$ cat src/rtl/lsu_mem_master_if.sv
// Handshake and memory-port bundle for lsu_mem_master.
// The master modport is the LSU's view; the slave modport is the view of whatever drives it and answers for memory.
interface lsu_mem_master_if #(
    parameter int RD_W = 5
);
    logic            in_valid;
    logic            in_ready;
    logic            in_we;
    logic [1:0]      in_size;
    logic            in_unsigned;
    logic [63:0]     in_addr;
    logic [63:0]     in_wdata;
    logic [RD_W-1:0] in_rd;

    logic            out_valid;
    logic            out_ready;
    logic [63:0]     out_rdata;
    logic [RD_W-1:0] out_rd;
    logic            out_err;

    logic            mem_ce;
    logic            mem_we;
    logic [63:0]     mem_addr;
    logic [63:0]     mem_wdata;
    logic [7:0]      mem_wmask;
    logic [63:0]     mem_rdata;
    logic            mem_rvalid;

    modport master (
        input  in_valid, in_we, in_size, in_unsigned, in_addr, in_wdata, in_rd,
        input  out_ready, mem_rdata, mem_rvalid,
        output in_ready, out_valid, out_rdata, out_rd, out_err,
        output mem_ce, mem_we, mem_addr, mem_wdata, mem_wmask
    );

    modport slave (
        output in_valid, in_we, in_size, in_unsigned, in_addr, in_wdata, in_rd,
        output out_ready, mem_rdata, mem_rvalid,
        input  in_ready, out_valid, out_rdata, out_rd, out_err,
        input  mem_ce, mem_we, mem_addr, mem_wdata, mem_wmask
    );
endinterface

$ cat src/rtl/lsu_mem_master.sv
// Single-outstanding load/store initiator: aligned 64-bit memory requests, load extraction and extension.
// Define LSU_TIMEOUT_EN to abort a request that waits TIMEOUT_CYCLES without mem_rvalid.
module lsu_mem_master #(
    parameter int TIMEOUT_CYCLES = 64,
    parameter int RD_W           = 5
) (
    input  logic             clk,
    input  logic             rst,
    lsu_mem_master_if.master bus
);
    typedef enum logic [1:0] {IDLE, REQ, RESP} state_t;

    state_t          r_state;
    state_t          w_stateNext;
    logic            w_accept;
    logic            w_memDone;
    logic            w_tmoHit;
    logic            w_misaligned;
    logic [7:0]      w_sizeMask;
    logic [63:0]     w_laneData;
    logic [63:0]     w_loadData;

    logic            r_memWe;
    logic [63:0]     r_memAddr;
    logic [63:0]     r_memWdata;
    logic [7:0]      r_memWmask;
    logic [1:0]      r_size;
    logic            r_unsigned;
    logic [2:0]      r_byteOff;
    logic [63:0]     r_outRdata;
    logic [RD_W-1:0] r_outRd;
    logic            r_outErr;

    if (TIMEOUT_CYCLES < 1) begin : g_badTimeout
        $error("TIMEOUT_CYCLES must be at least 1");
    end

`ifdef LSU_TIMEOUT_EN
    localparam int CNT_W = $clog2(TIMEOUT_CYCLES + 1);
    logic [CNT_W-1:0] r_tmoCnt;

    // Count idle REQ cycles; anything outside REQ keeps the counter at zero so every request starts fresh.
    always_ff @(posedge clk or posedge rst) begin
        if (rst) begin
            r_tmoCnt <= '0;
        end else if (r_state != REQ) begin
            r_tmoCnt <= '0;
        end else if (!bus.mem_rvalid) begin
            r_tmoCnt <= r_tmoCnt + CNT_W'(1);
        end
    end
`endif

    always_comb begin
        w_sizeMask   = 8'h01;
        w_misaligned = 1'b0;
        case (bus.in_size)
            2'd0: w_sizeMask = 8'h01;
            2'd1: begin
                w_sizeMask   = 8'h03;
                w_misaligned = bus.in_addr[0];
            end
            2'd2: begin
                w_sizeMask   = 8'h0F;
                w_misaligned = |bus.in_addr[1:0];
            end
            default: begin
                w_sizeMask   = 8'hFF;
                w_misaligned = |bus.in_addr[2:0];
            end
        endcase
    end

    always_comb begin
        w_laneData = bus.mem_rdata >> {r_byteOff, 3'b000};
        w_loadData = w_laneData;
        case (r_size)
            2'd0: w_loadData = r_unsigned ? {56'd0, w_laneData[7:0]}
                                          : {{56{w_laneData[7]}}, w_laneData[7:0]};
            2'd1: w_loadData = r_unsigned ? {48'd0, w_laneData[15:0]}
                                          : {{48{w_laneData[15]}}, w_laneData[15:0]};
            2'd2: w_loadData = r_unsigned ? {32'd0, w_laneData[31:0]}
                                          : {{32{w_laneData[31]}}, w_laneData[31:0]};
            default: w_loadData = w_laneData;
        endcase
    end

    always_ff @(posedge clk or posedge rst) begin
        if (rst) begin
            r_state <= IDLE;
        end else begin
            r_state <= w_stateNext;
        end
    end

    always_comb begin
        w_stateNext = r_state;
        w_accept    = 1'b0;
        w_memDone   = 1'b0;
        w_tmoHit    = 1'b0;
        unique case (r_state)
            IDLE: begin
                if (bus.in_valid) begin
                    w_accept    = 1'b1;
                    w_stateNext = w_misaligned ? RESP : REQ;
                end
            end
            REQ: begin
                // A response arriving on the limit cycle still counts as a normal completion.
                if (bus.mem_rvalid) begin
                    w_memDone   = 1'b1;
                    w_stateNext = RESP;
                end
`ifdef LSU_TIMEOUT_EN
                else if (r_tmoCnt == CNT_W'(TIMEOUT_CYCLES - 1)) begin
                    w_tmoHit    = 1'b1;
                    w_stateNext = RESP;
                end
`endif
            end
            RESP: begin
                if (bus.out_ready) begin
                    w_stateNext = IDLE;
                end
            end
            default: w_stateNext = IDLE;
        endcase
    end

    // Memory request fields are captured only for aligned requests; a misaligned one never touches memory.
    always_ff @(posedge clk or posedge rst) begin
        if (rst) begin
            r_memWe    <= 1'b0;
            r_memAddr  <= '0;
            r_memWdata <= '0;
            r_memWmask <= '0;
            r_size     <= '0;
            r_unsigned <= 1'b0;
            r_byteOff  <= '0;
            r_outRdata <= '0;
            r_outRd    <= '0;
            r_outErr   <= 1'b0;
        end else begin
            if (w_accept) begin
                if (!w_misaligned) begin
                    r_memWe    <= bus.in_we;
                    r_memAddr  <= {bus.in_addr[63:3], 3'b000};
                    r_memWdata <= bus.in_wdata << {bus.in_addr[2:0], 3'b000};
                    r_memWmask <= bus.in_we ? (w_sizeMask << bus.in_addr[2:0]) : 8'h00;
                end
                r_size     <= bus.in_size;
                r_unsigned <= bus.in_unsigned;
                r_byteOff  <= bus.in_addr[2:0];
                r_outRd    <= bus.in_rd;
                r_outRdata <= '0;
                r_outErr   <= w_misaligned;
            end
            if (w_memDone) begin
                r_outRdata <= r_memWe ? 64'd0 : w_loadData;
                r_outErr   <= 1'b0;
            end
            if (w_tmoHit) begin
                r_outRdata <= '0;
                r_outErr   <= 1'b1;
            end
        end
    end

    assign bus.in_ready  = (r_state == IDLE);
    assign bus.out_valid = (r_state == RESP);
    assign bus.mem_ce    = (r_state == REQ);
    assign bus.mem_we    = r_memWe;
    assign bus.mem_addr  = r_memAddr;
    assign bus.mem_wdata = r_memWdata;
    assign bus.mem_wmask = r_memWmask;
    assign bus.out_rdata = r_outRdata;
    assign bus.out_rd    = r_outRd;
    assign bus.out_err   = r_outErr;
endmodule

$ cat src/flat_wrapper.sv
// flat-port wrapper written by rule: the top's interface ports become plain ports
module lsu_mem_master_flat 
#(
    parameter int TIMEOUT_CYCLES = 64,
    parameter int RD_W           = 5
)
  (clk, rst, bus_in_valid, bus_in_we, bus_in_size, bus_in_unsigned, bus_in_addr, bus_in_wdata, bus_in_rd, bus_out_ready, bus_mem_rdata, bus_mem_rvalid, bus_in_ready, bus_out_valid, bus_out_rdata, bus_out_rd, bus_out_err, bus_mem_ce, bus_mem_we, bus_mem_addr, bus_mem_wdata, bus_mem_wmask);
  lsu_mem_master_if #(.RD_W(RD_W)) bus_i ();
  input  logic clk;
  input  logic rst;
  input wire logic [$bits(bus_i.in_valid)-1:0] bus_in_valid;
  input wire logic [$bits(bus_i.in_we)-1:0] bus_in_we;
  input wire logic [$bits(bus_i.in_size)-1:0] bus_in_size;
  input wire logic [$bits(bus_i.in_unsigned)-1:0] bus_in_unsigned;
  input wire logic [$bits(bus_i.in_addr)-1:0] bus_in_addr;
  input wire logic [$bits(bus_i.in_wdata)-1:0] bus_in_wdata;
  input wire logic [$bits(bus_i.in_rd)-1:0] bus_in_rd;
  input wire logic [$bits(bus_i.out_ready)-1:0] bus_out_ready;
  input wire logic [$bits(bus_i.mem_rdata)-1:0] bus_mem_rdata;
  input wire logic [$bits(bus_i.mem_rvalid)-1:0] bus_mem_rvalid;
  output wire logic [$bits(bus_i.in_ready)-1:0] bus_in_ready;
  output wire logic [$bits(bus_i.out_valid)-1:0] bus_out_valid;
  output wire logic [$bits(bus_i.out_rdata)-1:0] bus_out_rdata;
  output wire logic [$bits(bus_i.out_rd)-1:0] bus_out_rd;
  output wire logic [$bits(bus_i.out_err)-1:0] bus_out_err;
  output wire logic [$bits(bus_i.mem_ce)-1:0] bus_mem_ce;
  output wire logic [$bits(bus_i.mem_we)-1:0] bus_mem_we;
  output wire logic [$bits(bus_i.mem_addr)-1:0] bus_mem_addr;
  output wire logic [$bits(bus_i.mem_wdata)-1:0] bus_mem_wdata;
  output wire logic [$bits(bus_i.mem_wmask)-1:0] bus_mem_wmask;
  assign bus_i.in_valid = bus_in_valid;
  assign bus_i.in_we = bus_in_we;
  assign bus_i.in_size = bus_in_size;
  assign bus_i.in_unsigned = bus_in_unsigned;
  assign bus_i.in_addr = bus_in_addr;
  assign bus_i.in_wdata = bus_in_wdata;
  assign bus_i.in_rd = bus_in_rd;
  assign bus_i.out_ready = bus_out_ready;
  assign bus_i.mem_rdata = bus_mem_rdata;
  assign bus_i.mem_rvalid = bus_mem_rvalid;
  assign bus_in_ready = bus_i.in_ready;
  assign bus_out_valid = bus_i.out_valid;
  assign bus_out_rdata = bus_i.out_rdata;
  assign bus_out_rd = bus_i.out_rd;
  assign bus_out_err = bus_i.out_err;
  assign bus_mem_ce = bus_i.mem_ce;
  assign bus_mem_we = bus_i.mem_we;
  assign bus_mem_addr = bus_i.mem_addr;
  assign bus_mem_wdata = bus_i.mem_wdata;
  assign bus_mem_wmask = bus_i.mem_wmask;
  lsu_mem_master #(.TIMEOUT_CYCLES(TIMEOUT_CYCLES), .RD_W(RD_W)) u_core (.clk(clk), .rst(rst), .bus(bus_i));
endmodule
$ cat config.mk
export PLATFORM = sky130hd
export DESIGN_NAME = lsu_mem_master_flat
export DESIGN_NICKNAME = d
export VERILOG_FILES = /design/src/rtl/lsu_mem_master_if.sv /design/src/rtl/lsu_mem_master.sv /design/src/flat_wrapper.sv
export SDC_FILE = /design/constraint.sdc
export NUM_CORES = 1
export LEC_CHECK = 0
export CORE_MARGIN = 1.5
export CORE_UTILIZATION = 45
export DETAILED_ROUTE_END_ITERATION = 8
export PLACE_DENSITY = 0.91
export SYNTH_ARGS = -nofsm -noshare
export SYNTH_HDL_FRONTEND = slang
export SYNTH_SLANG_ARGS = --single-unit
$ cat constraint.sdc
create_clock -name clk -period 8.1 [get_ports clk]
set_input_delay 1.62 -clock clk [delete_from_list [all_inputs] [get_ports clk]]
set_output_delay 1.62 -clock clk [all_outputs]
set_load 0.1 [all_outputs]
Yosys cells after proc, flatten, opt, wreduce, memory -nomap -nowiden
Cells that the tools add are included.
{"block": "classes", "addsub": 0, "mul": 0, "n_div": 0, "magnitude_cmp": 0, "n_eq_ne": 9, "n_shift": 3, "mux": 21, "bitwise": 1, "n_reduce_logical": 8}
{"cell": "two-way mux 64 bit", "n": 6}
{"cell": "one-hot mux 64 bit (3 select lines)", "n": 1}
{"cell": "<< shifter 64 x 6 -> 64 bit", "n": 1}
{"cell": "right shift 64 x 6 -> 64 bit", "n": 1}
{"cell": "one-hot mux 8 bit (3 select lines)", "n": 1}
{"cell": "two-way mux 2 bit", "n": 4}
{"cell": "two-way mux 8 bit", "n": 1}
{"cell": "<< shifter 8 x 3 -> 8 bit", "n": 1}
{"cell": "equality test 2 x 1 -> 1 bit, second input constant", "n": 3}
{"cell": "equality test 2 bit, second input constant", "n": 3}
{"cell": "logical NOT 2 bit", "n": 3}
{"cell": "two-way mux 1 bit", "n": 6}
{"cell": "inequality test 2 bit, second input constant", "n": 3}
{"cell": "one-hot mux 2 bit (3 select lines)", "n": 1}
{"cell": "one-hot mux 1 bit (3 select lines)", "n": 1}
{"cell": "AND reduction 3 bit", "n": 1}
{"cell": "OR reduction 3 bit", "n": 1}
{"cell": "AND reduction 2 bit", "n": 1}
{"cell": "nonzero test 2 bit", "n": 1}
{"cell": "OR reduction 2 bit", "n": 1}
{"cell": "inverter 1 bit", "n": 1}
{"block": "totals", "reg_bits": 212, "latch_bits": 0, "ramBits": 0, "rom_bits": 0, "input_bits": 206, "output_inout_bits": 210, "wordCells": 53, "memories": 0}

Logic depth before layout (Yosys ltp)
{"block": "logic_depth", "word_depth": 5, "mapped_depth": 9, "ltp_nobuf": 5}

Worst setup path before layout
Ideal clock, no wire load.
{"block": "synth_timing", "kind": "reg-to-output", "from": "reg u_core.r_state[0]", "to": "out bus_mem_ce", "t_arrival_ps": 1810, "required_time_ps": 6480, "path_slack_ps": 4670, "path_stages_with_launch": 2, "n_path_buf": 0, "cell_sequence": "dfrtp_1 nor2b_1"}
{"block": "synth_between", "elab_chain_cells": 1}
{"element": "start: declaration", "line": "lsu_mem_master.sv:13", "rtl": "state_t r_state;"}
{"element": "start signal: assignment", "line": "lsu_mem_master.sv:92", "rtl": "r_state <= w_stateNext;"}
{"element": "equality test 2 x 1 -> 1 bit", "line": "lsu_mem_master.sv:171", "rtl": "assign bus.mem_ce = (r_state == REQ);"}
{"element": "end: declaration", "line": "flat_wrapper.sv:26", "rtl": "output wire logic [$bits(bus_i.mem_ce)-1:0] bus_mem_ce;"}
No other way between the ends.

Worst setup path in the final report
{"block": "layout_timing", "from": "in bus_in_addr[0]", "to": "reg u_core.r_memAddr[37] (netlist: u_core.bus.mem_addr[37])"}
{"block": "layout_between", "elab_chain_cells": 4, "elab_cells_between_ends": 5}
{"element": "start: declaration", "line": "flat_wrapper.sv:15", "rtl": "input wire logic [$bits(bus_i.in_addr)-1:0] bus_in_addr;"}
{"element": "OR reduction 3 bit / OR reduction 2 bit (equally long branches)", "line": "lsu_mem_master.sv:69, lsu_mem_master.sv:65"}
{"element": "one-hot mux 1 bit (3 select lines) (*)", "line": "lsu_mem_master.sv:57", "rtl": "case (bus.in_size)"}
{"element": "inverter 1 bit (no line) (*)"}
{"element": "AND reduction 2 bit (no line) (*)"}
{"element": "end signal: assignment", "line": "lsu_mem_master.sv:147", "rtl": "r_memAddr <= {bus.in_addr[63:3], 3'b000};"}
{"element": "end: declaration", "line": "lsu_mem_master.sv:24", "rtl": "logic [63:0] r_memAddr;"}
Mark *: on every way between the ends. The rest lies on a longest branch, timed or not.
A chain may end at the register's enable or synchronous reset.

==> reports/results.ini <==
[clock_network]
clk_latency_ns = 0.51
clockRootBuffer = clkbuf_16
clk_pin_slew_ns = 0.06
postCtsHoldBufs = 0
h-tree-depth = 1
post_cts_buffers = 0
clock_sinks = 212
cts_resized = 0
cts_buffers = 24
cts_buffer_depth = 3
cts_tree = yes

[setup_path]
arrival_ns = 4.91
cp_max_fo = 86
regToRegSetupSlack_ns = 4.54
worstPathRequired_ns = 8.55
r2r-start = u_core.r_state[0]
reg2reg_depth = 6
endpoint_kind = register
crit_path_start_kind = input port
rr_endpoint = u_core.bus.mem_wdata[35]
critPathKind = in -> reg

[yosys]
synth-seq-cells = 212
muxShareOfSynthArea_pct = 16.99
postSynth.asyncResetShare_pct = 100.0
avgSynthCellArea_um2 = 9.286
synth-compound-area-share_pct = 16.07
synth_top_family_by_area = multiplexers
post-synth-top-count-cell = nand2_1
synthCells = 1253
synth_xor_area_share_pct = 0
ys.flop_type = dfrtp_1
synthTopCellsByArea = dfrtp_1, nand2_1, mux4_2
synth_simple_gate_area_share_pct = 16.96
synth_edf_count = 0
ys_seq_area_share_pct = 45.60
post_synth_fa_ha_maj_area_fraction_pct = 0
ys_types = 50
yosys.area.top_type = dfrtp_1
syn_area_mm2 = 0.01163
ys_warn_count = 0
synth_top_area_share_pct = 45.60
netlist_top_cells_count = nand2_1, dfrtp_1, nor2_1

[job]
cap_violations = 0

[timing]
hold_viol = 0
fmax_mhz = 224.1
period_needed_ns = 4.462
whs_ns = 0.4658
grt_setup_unrepaired = false
worst_slew_pin_slew_ns = 1.371
setup_viol = 0
slew_headroom_pct = 8.234
fin_crit_sh_pct = 55.09
finalMaxSlewViolations = 0
skew_ns = 0.01002
fin_tns_setup_ns = 0

[detailed_routing]
routed_wl_mm = 41.65
wl_per_cell_um = 21.46
drtIter0Drc = 1199
dr.pass1.iters = 5
via_per_inst = 5.940
vias = 11530
ant_nets = 0
drc = 0

[floorplanning]
start_util_pct = 46.07
die_area_mm2 = 0.02683
die_x_um = 163.8
rows = 58
die_h_um = 163.8
core_area_mm2 = 0.02525
io_pins = 416

[placed_design]
io_buffers = 412
dp_cells = 1897
finalWeightedCongestion = 0.9154
dp_hpwl_mm = 29.75

[min_path]
worstHoldStart = u_core.bus.mem_wdata[5]
min_path_type = reg -> reg
min_path_cells = 2
hold_end = u_core.bus.mem_wdata[5]

[global_routing]
grt_pass1_wl_mm = 62.75
grt_max_degree = 145
track_usage_pct = 30.14
antenna_found_initial = 2
grt_pass1_vias = 11420
overflow = 0

[run_status]
status = complete, no violations

[cells_and_area]
stdcell_count = 1941
area_delta_synth_final_pct = 43.10
drive_gt1_share_pct = 9.441
nets = 1799

stage by stage:
step,setup slack (ns),area (um^2),util (%)
5_1_grt,3.370,16650,65.92
2_1_floorplan,0.6858,11640,-
3_5_place_dp,3.166,15820,62.63
6_report,3.638,16650,65.93
3_3_place_gp,3.252,15820,62.63
4_1_cts,3.697,16650,65.92
routing by layer:
metal / track usage (%) / vias up / wire [um] / share of wire [%]
li1: - / 5071 / - / -
met1: 35.36 / 5451 / 14750 / 35
met2: 50.15 / 832 / 19720 / 47
met3: 7.601 / 174 / 4622 / 11
met4: 17.44 / 2 / 2545 / 6.1
met5: 0 / - / 11 / 0.026
cell families (layout without fill, tap and decap cells):
kind of cell           count (synthesis)  after routing
AOI/OAI and AO/OA                    277            277
and+or+nand+nor                      492            492
DFF                                  212            212
muxes                                150            150
buffers and inverters                121            476
other                                  1              4
state kept, by name, indices dropped and copies added, names as in the netlist:
register,cells
u_core.r_unsigned,1
u_core.bus.mem_addr,61
u_core.bus.out_rd,5
u_core.bus.mem_we,1
u_core.r_size,2
u_core.bus.mem_wdata,64
u_core.r_state,2
u_core.bus.mem_wmask,8
u_core.bus.out_err,1
u_core.bus.out_rdata,64
u_core.r_byteOff,3
cell type report:
cell class | count | area, um^2
diodes | 1 | 2.502
fillers | 1861 | 8605
well taps | 330 | 412.9
flip-flops and latches | 212 | 5308
repair buffers | 423 | 4194
multi-input cells | 922 | 5857
clock buffers | 37 | 750.7
clock inverters | 6 | 80.08
inverters | 10 | 45.04
critical path: stages:
cell,delay (ns)
buf_4,0.74
a21oi_1,0.06
o21ai_0,0.62
nand2b_4,0.68
buf_4,0.78
nand2_1,0.17
nand2_1,0.11
worst max-delay path by stage:
| stage | startpoint | end | slack, ns | cells past startpoint |
|---|---|---|---|---|
| after CTS | bus_in_addr[0] | u_core.bus.mem_wdata[9] | 3.70 | 7 |
| after global routing | bus_in_addr[0] | u_core.bus.mem_addr[39] | 3.37 | 7 |
| after floorplan | rst | u_core.bus.mem_addr[10] | 0.69 | 1 |
| final | bus_in_addr[0] | u_core.bus.mem_addr[37] | 3.64 | 7 |
| after global placement | bus_in_valid | u_core.bus.mem_wdata[34] | 3.25 | 6 |
| after detailed placement | bus_in_addr[0] | u_core.bus.mem_wdata[9] | 3.17 | 7 |
cell usage in the layout, fill, tap and decap left out, types with 3 or more instances in the layout:
master,synthesis,layout
o31ai_1,21,21
o41ai_1,4,4
buf_4,5,12
mux4_2,34,34
clkbuf_1,69,4
clkbuf_16,0,25
a31oi_1,8,8
o22a_1,3,3
o31ai_2,14,14
mux2i_1,76,76
a2bb2oi_1,8,8
o221ai_1,21,21
conb_1,1,3
mux2_2,40,40
clkbuf_8,0,8
clkinv_2,0,4
a21oi_1,65,64
nand3_1,17,17
a211oi_1,10,10
and2_1,5,5
a221oi_1,8,8
o21ai_0,63,63
nand2_1,358,358
o22ai_1,8,8
clkdlybuf4s50_1,0,409
a21o_1,3,3
nor2_1,84,84
nor2b_1,9,8
inv_1,10,9
dfrtp_1,212,210
o21a_1,16,16
nand2b_1,4,3
and3_1,4,4
o211ai_1,16,16
Power is not shown: default switching activity piles up to over one toggle a cycle in this logic, so the estimate is an artifact.
